===== src/rtl/ahb_bus_arbiter_pkg.sv =====
// Shared AHB-lite encodings for the two-master peripheral bus arbiter.
package ahb_bus_arbiter_pkg;
  localparam int WORD_WIDTH = 32;

  localparam logic [1:0] HTRANS_IDLE   = 2'b00;
  localparam logic [1:0] HTRANS_BUSY   = 2'b01;
  localparam logic [1:0] HTRANS_NONSEQ = 2'b10;
  localparam logic [1:0] HTRANS_SEQ    = 2'b11;

  localparam logic [1:0] HRESP_OKAY  = 2'b00;
  localparam logic [1:0] HRESP_ERROR = 2'b01;

  localparam logic [2:0] HSIZE_BYTE = 3'b000;
  localparam logic [2:0] HSIZE_HALF = 3'b001;
  localparam logic [2:0] HSIZE_WORD = 3'b010;
endpackage


===== src/rtl/ahb_bus_arbiter.sv =====
// Two-master AHB-lite arbiter (M0 = CPU LSU, M1 = debug/DMA) in front of the peripheral decoder.
// Grant moves only when the owner drives IDLE on a ready cycle, so bursts are never split.
module ahb_bus_arbiter
  import ahb_bus_arbiter_pkg::*;
#(
  parameter bit DEFAULT_GRANT = 1'b0,
  parameter int AW            = WORD_WIDTH,
  parameter int DW            = WORD_WIDTH
) (
  input  logic          clk,
  input  logic          rst_n,
  input  logic [AW-1:0] M0_HADDR,
  input  logic [1:0]    M0_HTRANS,
  input  logic          M0_HWRITE,
  input  logic [2:0]    M0_HSIZE,
  input  logic [DW-1:0] M0_HWDATA,
  output logic [DW-1:0] M0_HRDATA,
  output logic          M0_HREADY,
  output logic [1:0]    M0_HRESP,
  input  logic [AW-1:0] M1_HADDR,
  input  logic [1:0]    M1_HTRANS,
  input  logic          M1_HWRITE,
  input  logic [2:0]    M1_HSIZE,
  input  logic [DW-1:0] M1_HWDATA,
  output logic [DW-1:0] M1_HRDATA,
  output logic          M1_HREADY,
  output logic [1:0]    M1_HRESP,
  output logic [AW-1:0] BUS_HADDR,
  output logic [1:0]    BUS_HTRANS,
  output logic          BUS_HWRITE,
  output logic [2:0]    BUS_HSIZE,
  output logic [DW-1:0] BUS_HWDATA,
  input  logic [DW-1:0] BUS_HRDATA,
  input  logic          BUS_HREADY,
  input  logic [1:0]    BUS_HRESP,
  output logic          HMASTER
);
  logic       grant, dp_valid, dp_owner;
  logic [1:0] req, gnt_oh, dp_mine, ready;
  logic       other_req, do_switch;

  assign req     = {M1_HTRANS[1], M0_HTRANS[1]};
  assign gnt_oh  = {grant, ~grant};
  assign dp_mine = {dp_valid & dp_owner, dp_valid & ~dp_owner};

  // Address phase follows the grant with no register stage.
  assign BUS_HADDR  = grant ? M1_HADDR  : M0_HADDR;
  assign BUS_HTRANS = grant ? M1_HTRANS : M0_HTRANS;
  assign BUS_HWRITE = grant ? M1_HWRITE : M0_HWRITE;
  assign BUS_HSIZE  = grant ? M1_HSIZE  : M0_HSIZE;
  assign BUS_HWDATA = dp_owner ? M1_HWDATA : M0_HWDATA;
  assign HMASTER    = grant;

  assign other_req = grant ? req[0] : req[1];
  assign do_switch = BUS_HREADY && (BUS_HTRANS == HTRANS_IDLE) && other_req;

  // A master involved in either phase sees the bus ready; a parked requester is stalled.
  always_comb begin
    ready = '0;
    for (int i = 0; i < 2; i++)
      ready[i] = (gnt_oh[i] | dp_mine[i]) ? BUS_HREADY : ~req[i];
  end

  assign M0_HREADY = ready[0];
  assign M1_HREADY = ready[1];
  assign M0_HRDATA = BUS_HRDATA;
  assign M1_HRDATA = BUS_HRDATA;
  assign M0_HRESP  = dp_mine[0] ? BUS_HRESP : HRESP_OKAY;
  assign M1_HRESP  = dp_mine[1] ? BUS_HRESP : HRESP_OKAY;

  always_ff @(posedge clk or negedge rst_n) begin
    if (!rst_n) begin
      grant    <= DEFAULT_GRANT;
      dp_valid <= 1'b0;
      dp_owner <= DEFAULT_GRANT;
    end else if (BUS_HREADY) begin
      dp_valid <= BUS_HTRANS[1];
      dp_owner <= grant;
      if (do_switch) grant <= ~grant;
    end
  end
endmodule


===== config.mk =====
export PLATFORM = sky130hd
export DESIGN_NAME = ahb_bus_arbiter
export DESIGN_NICKNAME = d
export VERILOG_FILES = /design/src/rtl/ahb_bus_arbiter_pkg.sv /design/src/rtl/ahb_bus_arbiter.sv
export SDC_FILE = /design/constraint.sdc
export NUM_CORES = 1
export LEC_CHECK = 0
export CAP_MARGIN = 20
export CORE_AREA = 8 8 117 119
export CTS_BUF_LIST = sky130_fd_sc_hd__clkbuf_2 sky130_fd_sc_hd__clkbuf_4 sky130_fd_sc_hd__clkbuf_8
export CTS_CLUSTER_SIZE = 12
export DETAILED_ROUTE_END_ITERATION = 10
export DIE_AREA = 0 0 125 127
export GPL_TIMING_DRIVEN = 0
export PLACE_DENSITY = 0.62
export SYNTH_ARGS = -nofsm -noshare
export SYNTH_HDL_FRONTEND = slang
export SYNTH_SLANG_ARGS = --single-unit

===== constraint.sdc =====
create_clock -name clk -period 1.2 [get_ports clk]
set_input_delay 0.18 -clock clk [delete_from_list [all_inputs] [get_ports clk]]
set_output_delay 0.18 -clock clk [all_outputs]
set_load 0.1 [all_outputs]

==> results.yml, run 1 <==
setup_path:
  startpoint_type: "flip-flop"
  critPathMaxStageDelay_ns: 0.47
  critPathMaxFanout: 7
  timing.critical_path.buf_inv: 3
  worstSetupPathType: "reg -> out"
  arrival_ns: 1.53
  critPathCaptureType: "output pin"
  crit_path_cell_trace: "buf_12 > buf_12 > o21ai_4 > mux2i_4 > buf_12"
  cp_top_family: "buffers and inverters"
  worst_path_max_delay_cell: "dfrtp_4"
  required_ns: 1.02
  critPathMostFrequentCell: "buf_12"
worst_hold_path:
  hp-class: "in -> async"
synthesis:
  synth_area_leader_cell: "mux2_2"
  synth_area_um2: 1550
  syn_inst: 164
  synth_top_cell_area_share_pct: 51.7
  yosysWarnings: 0
  synth_nets: 341
  synth.area.top_cells: "mux2_2 (52%), buf_4 (31%), buf_6 (5.1%), dfrtp_1 (4.9%), o41ai_1 (1.1%)"
  synth_seq_cells: 3
  synth_top_cells_by_count: "mux2_2 (71), buf_4 (64), buf_6 (7), inv_1 (4), dfrtp_1 (3)"
  synth.distinct_cells: 15
  ys.flop_type: "dfrtp_1"
  synthArstFlopShare_pct: 100
  yosysMostFrequentCell: "mux2_2"
  synth-seq-area-share_pct: 4.86
  synth-edff-count: 0
  synth.avg_cell_area_um2: 9.42
placement:
  dp_slack_ns: -1.25
  dp_hpwl_um: 9680
  place_inst: 596
  place.gp.congestion: 0.708
  io_buffer_count: 285
run:
  drv_cap: 0
pwr:
  power.leakage_nw: 2.73
  vdd_ir_drop_max_mv: 0.502
  power_mw: 8.86
  power_density_nw_per_um2: 1480
floorplanning:
  rows: 40
  core_area_um2: 11800
  dieArea_um2: 15900
  start_util_pct: 13.1
  fp.dieH_um: 127
  pin_count: 318
  fp.dieW_um: 125
sta:
  fin_ws_ns: -0.510
  slew_violations: 0
  setup_viol: 79
  worstMarginPinSlew_ns: 1.00
  fin_crit_sh_pct: 143
  relSlewSlack_pct: 33.5
  rsz0062_at_grt: "true"
  period_needed_ns: 1.71
  fin_skew_ns: 0.000325
  fin_setup_tns_ns: -32.66
  finalHoldViolations: 0
  fmax_ghz: 0.585
cells_and_area:
  regArea_um2: 80.1
  syn_to_final_growth_pct: 287
  utilization_pct: 50.6
  n_fill_cell: 1028
  final_cells: 611
  antenna_cells: 0
  nNetsFinal: 642
  drive_gt1_share_pct: 67.0
  multi_input_area_um2: 1210
drt:
  vias: 2334
  drc: 0
  wl_per_cell_um: 18.7
  vias_per_cell: 3.82
  ant_nets: 0
  drt_pass1_iterations: 4
  drt_iter0_drc: 33
  drt_wl_total_um: 11400
cts:
  clockBufferDepth: 2
  cts_tree: "yes"
  cts_root_buf: "clkbuf_8"
  ctsHoldBuffers: 0
  clock_sinks: 3
  clk_latency_ns: 0.21
  cts_made_buffers: 3
  path_clk_slew_ns: 0.03
  htree_levels: 1
global_route:
  grt.overflow.total: 0
  first_global_vias: 2760
  antenna_found_initial: 1
  grt_max_degree: 11
  grt_usage_pct: 13.3
  grt_pass1_wl_um: 16600
status:
  violations: "negative setup slack"
  outcome: "complete, but fails checks"
==> cells in the final DEF (no fill, tap or decap) <==
cell type / n
nor2_2: 1
buf_12: 77
o21ai_4: 1
and3_2: 2
buf_6: 12
clkdlybuf4s15_2: 64
buf_4: 67
o21ai_0: 1
mux2_2: 6
clkdlybuf4s50_1: 142
nand2_1: 1
dlymetal6s2s_1: 1
mux2_4: 65
buf_8: 1
dfrtp_2: 1
dfrtp_1: 1
clkbuf_4: 1
dlygate4sd2_1: 2
inv_1: 4
dfrtp_4: 1
a21oi_4: 2
buf_16: 2
mux2i_4: 1
o41ai_2: 1
nor3b_4: 2
o41ai_1: 1
clkbuf_16: 1
clkbuf_8: 3
==> layer usage <==
metal  part of all wire (%)  track usage [%]  up-vias
met1                     33             12.4     1076
li1                       -                -     1103
met5                   0.11                0        -
met2                     59             28.0      145
met4                   0.89             2.72        2
met3                    7.5             3.70        8
==> where the power goes <==
group	switching (mW)	internal (mW)	total [mW]	leakage [nW]
combinational	5.05	3.33	8.38	2.67
sequential	0.0314	0.128	0.159	0.0338
clock	0.0634	0.249	0.312	0.0262
==> cells by family (layout without fill, tap and decap cells) <==
logic type	count (synthesis)	count (layout)	share of synthesized area, %
multiplexers	72	72	52.4
AND/OR/NAND/NOR	6	6	2.27
buffers and inverters	77	377	37.8
AO/OA/AOI/OAI	6	6	2.67
flip-flops	3	3	4.86
==> flip-flops by register name (all words and copies together), names as in the netlist <==
register and cells:
HMASTER 1, dp_owner 1, dp_valid 1
==> final timing paths <==
check                                 from   endpoint  slack [ns]  cells past startpoint
worst min-delay path                 rst_n    HMASTER        0.15                      1
worst min register to register    dp_valid   dp_valid        0.82                      2
worst max-delay path               HMASTER  M0_HREADY       -0.51                      5
max in group asynchronous            rst_n    HMASTER        0.89                      1
worst max register to register    dp_owner   dp_owner       -0.07                      4
min in group clk                BUS_HREADY   dp_valid        0.33                      2
==> layout make-up <==
| type | count | share of cell area (%) |
|---|---|---|
| inverters | 4 | 0.251 |
| plain buffers | 72 | 10.3 |
| multi-input cells | 84 | 20.2 |
| well taps | 147 | 3.07 |
| repair buffers | 297 | 64.1 |
| flip-flops and latches | 3 | 1.34 |
| clock buffers | 4 | 0.816 |
==> through the flow <==
stage / hold slack, ns / cell area, um^2
3_3_place_gp: 0.374 / 4900
5_1_grt: 0.164 / 5980
6_report: 0.149 / 5980
3_5_place_dp: 0.376 / 4900
4_1_cts: 0.149 / 5910
2_1_floorplan: -0.116 / 1860
==> what timing repair did <==
action                     in CTS  in global routing
resized for setup             887                 10
pin swaps                       1                  0
cloned                          3                  1
setup endpoints to repair     142                 80
buffers inserted                5                  4
Power figures use the tool's default switching activity.
==> inputs of run 2 (changes only) <==
--- a/config.mk
+++ b/config.mk
@@ -13,6 +13,7 @@
 export DIE_AREA = 0 0 125 127
 export GPL_TIMING_DRIVEN = 0
 export PLACE_DENSITY = 0.62
+export REMOVE_ABC_BUFFERS = 1
 export SYNTH_ARGS = -nofsm -noshare
 export SYNTH_HDL_FRONTEND = slang
 export SYNTH_SLANG_ARGS = --single-unit
==> results.yml, run 2 (same netlist as run 1, synthesis figures left out) <==
status:
  violations: "negative setup slack"
  outcome: "complete, but fails checks"
setup_path:
  cp-endpoint: "BUS_HWDATA[3]"
  r2r-start: "HMASTER"
  critPathMaxFanout: 10
  r2r_cells: 5
  critPathCaptureType: "output pin"
  arrival_ns: 1.58
  ff2ff_setup_slack_ns: -0.19
  cp-startpoint: "dp_owner"
  startpoint_type: "flip-flop"
  r2r-end: "dp_valid"
  required_ns: 1.02
  worstSetupPathType: "reg -> out"
run:
  drv_cap: 0
sta:
  period_needed_ns: 1.76
  fin_skew_ns: 0.000197
  worstMarginPinSlew_ns: 0.246
  finalHoldViolations: 0
  rsz0062_at_grt: "true"
  slew_violations: 0
  setup_viol: 79
  fin_crit_sh_pct: 147
  whs_ns: 0.153
  fmax_ghz: 0.569
  relSlewSlack_pct: 83.6
  fin_ws_ns: -0.559
pwr:
  clkPwrFrac_pct: 4.4
  power_density_nw_per_um2: 1650
  power.leakage_nw: 1.81
  vdd_ir_drop_max_mv: 0.641
  p_seq_share_pct: 2.5
  combPwrFrac_pct: 93.1
  internal_power_mw: 2.95
  sw_frac_of_total_pct: 58.6
  p_sw_mw: 4.18
global_route:
  antenna_found_initial: 0
  grt_usage_pct: 16.7
  grt_max_degree: 22
  first_global_vias: 2133
  grt.overflow.total: 0
  grt_pass1_wl_um: 18300
drt:
  drt_wl_total_um: 14700
  wl_per_cell_um: 30.0
  drc: 0
  drt_pass1_iterations: 3
  drt_iter0_drc: 23
  ant_nets: 0
  vias: 1949
  vias_per_cell: 3.96
floorplanning:
  start_util_pct: 13.1
  pin_count: 318
  rows: 40
  fp.dieW_um: 125
  core_area_um2: 11800
  fp.dieH_um: 127
  dieArea_um2: 15900
cells_and_area:
  final_cells: 492
  antenna_cells: 0
  utilization_pct: 36.6
  syn_to_final_growth_pct: 180
  nNetsFinal: 523
  final_cell_mix: "clkdlybuf4s50_1 (143), buf_6 (61), mux2_2 (59)"
  n_fill_cell: 1185
  layout_commonest_cell: "clkdlybuf4s50_1"
  drive_gt1_share_pct: 55.9
cts:
  htree_levels: 1
  clk_latency_ns: 0.21
  cts_root_buf: "clkbuf_8"
  cts_tree: "yes"
  cts_made_buffers: 3
  ctsHoldBuffers: 0
  path_clk_slew_ns: 0.03
  clockBufferDepth: 2
  clock_sinks: 3
placement:
  place.gp.congestion: 0.788
  place_inst: 459
  dp_slack_ns: -1.59
  dp_hpwl_um: 12100
  io_buffer_count: 221
worst_hold_path:
  hp-class: "in -> async"
-- run 2: cell types whose count changed in the layout (fill, tap and decap cells not counted), sizes merged --
| cell | delta |
|---|---|
| buf | -57 |
| clkdlybuf4s50 | +1 |
| clkinvlp | +1 |
| clkbuf | +1 |
| clkdlybuf4s15 | -64 |
| inv | -1 |
| bufbuf | +2 |
| dlygate4sd2 | -2 |
-- run 2: worst min-delay path by stage --
stage | start | endpoint | slack, ns | depth (start not counted)
after floorplan | rst_n | HMASTER | -0.12 | 0
after global placement | BUS_HRDATA[11] | M0_HRDATA[11] | 0.36 | 0
after detailed placement | BUS_HRDATA[11] | M0_HRDATA[11] | 0.36 | 0
after CTS | rst_n | dp_valid | 0.14 | 1
after global routing | rst_n | dp_owner | 0.15 | 1
final | rst_n | HMASTER | 0.15 | 1
-- run 2: cell type report --
class	instances	area, um^2	share of cell area, %
sequential	3	83.8	1.94
multi-input combinational	84	1010	23.3
timing repair buffer	250	2980	69.0
inverter	4	18.8	0.434
tap	147	184	4.25
clock buffer	4	48.8	1.13
-- run 2: worst max-delay path: stages (launching register included) --
cell     delay [ns]
dfrtp_4        0.47
buf_4          0.15
buf_8          0.12
buf_12         0.14
mux2_4         0.32
buf_12         0.17
-- run 2: metal layers --
layer  wire length, um  share of wire (%)  track usage (%)  up-vias
met5               111               0.75             5.54        -
met1              5160                 35             16.6      901
met3              2450                 17             13.8       18
li1                  -                  -                -      870
met2              6510                 44             24.9      158
met4               500                3.4             5.87        2
-- run 2: what timing repair did --
item	4_1_cts	5_1_grt
pin swaps	1	4
gates resized for setup	583	47
setup buffers	17	8
gates cloned	2	2
endpoints found under the setup margin	80	80
-- run 2: through the flow --
step | power [mW] | area, um^2 | TNS (ns)
floorplan | 4.01 | 976 | -92.15
global placement | 5.37 | 3370 | -147.56
detailed placement | 5.37 | 3370 | -106.51
CTS | 6.73 | 3970 | -35.14
global route | 7.32 | 4330 | -39.59
finish | 7.13 | 4330 | -37.33
-- run 2: power groups by stage --
| stage | Sequential (mW) | Combinational, mW | Clock (mW) |
|---|---|---|---|
| after floorplan | 0.324 | 3.69 | 0 |
| after global placement | 0.341 | 5.03 | 0 |
| after detailed placement | 0.355 | 5.01 | 0 |
| after CTS | 0.166 | 6.24 | 0.323 |
| after global routing | 0.180 | 6.81 | 0.329 |
| final | 0.176 | 6.64 | 0.313 |
==> inputs of run 3 (changes only) <==
--- a/config.mk
+++ b/config.mk
@@ -13,7 +13,6 @@
 export DIE_AREA = 0 0 125 127
 export GPL_TIMING_DRIVEN = 0
 export PLACE_DENSITY = 0.62
-export REMOVE_ABC_BUFFERS = 1
 export SYNTH_ARGS = -nofsm -noshare
 export SYNTH_HDL_FRONTEND = slang
 export SYNTH_SLANG_ARGS = --single-unit
==> results of run 3 <==
No change in the layout: final DEF, timing and power equal those of run 1.
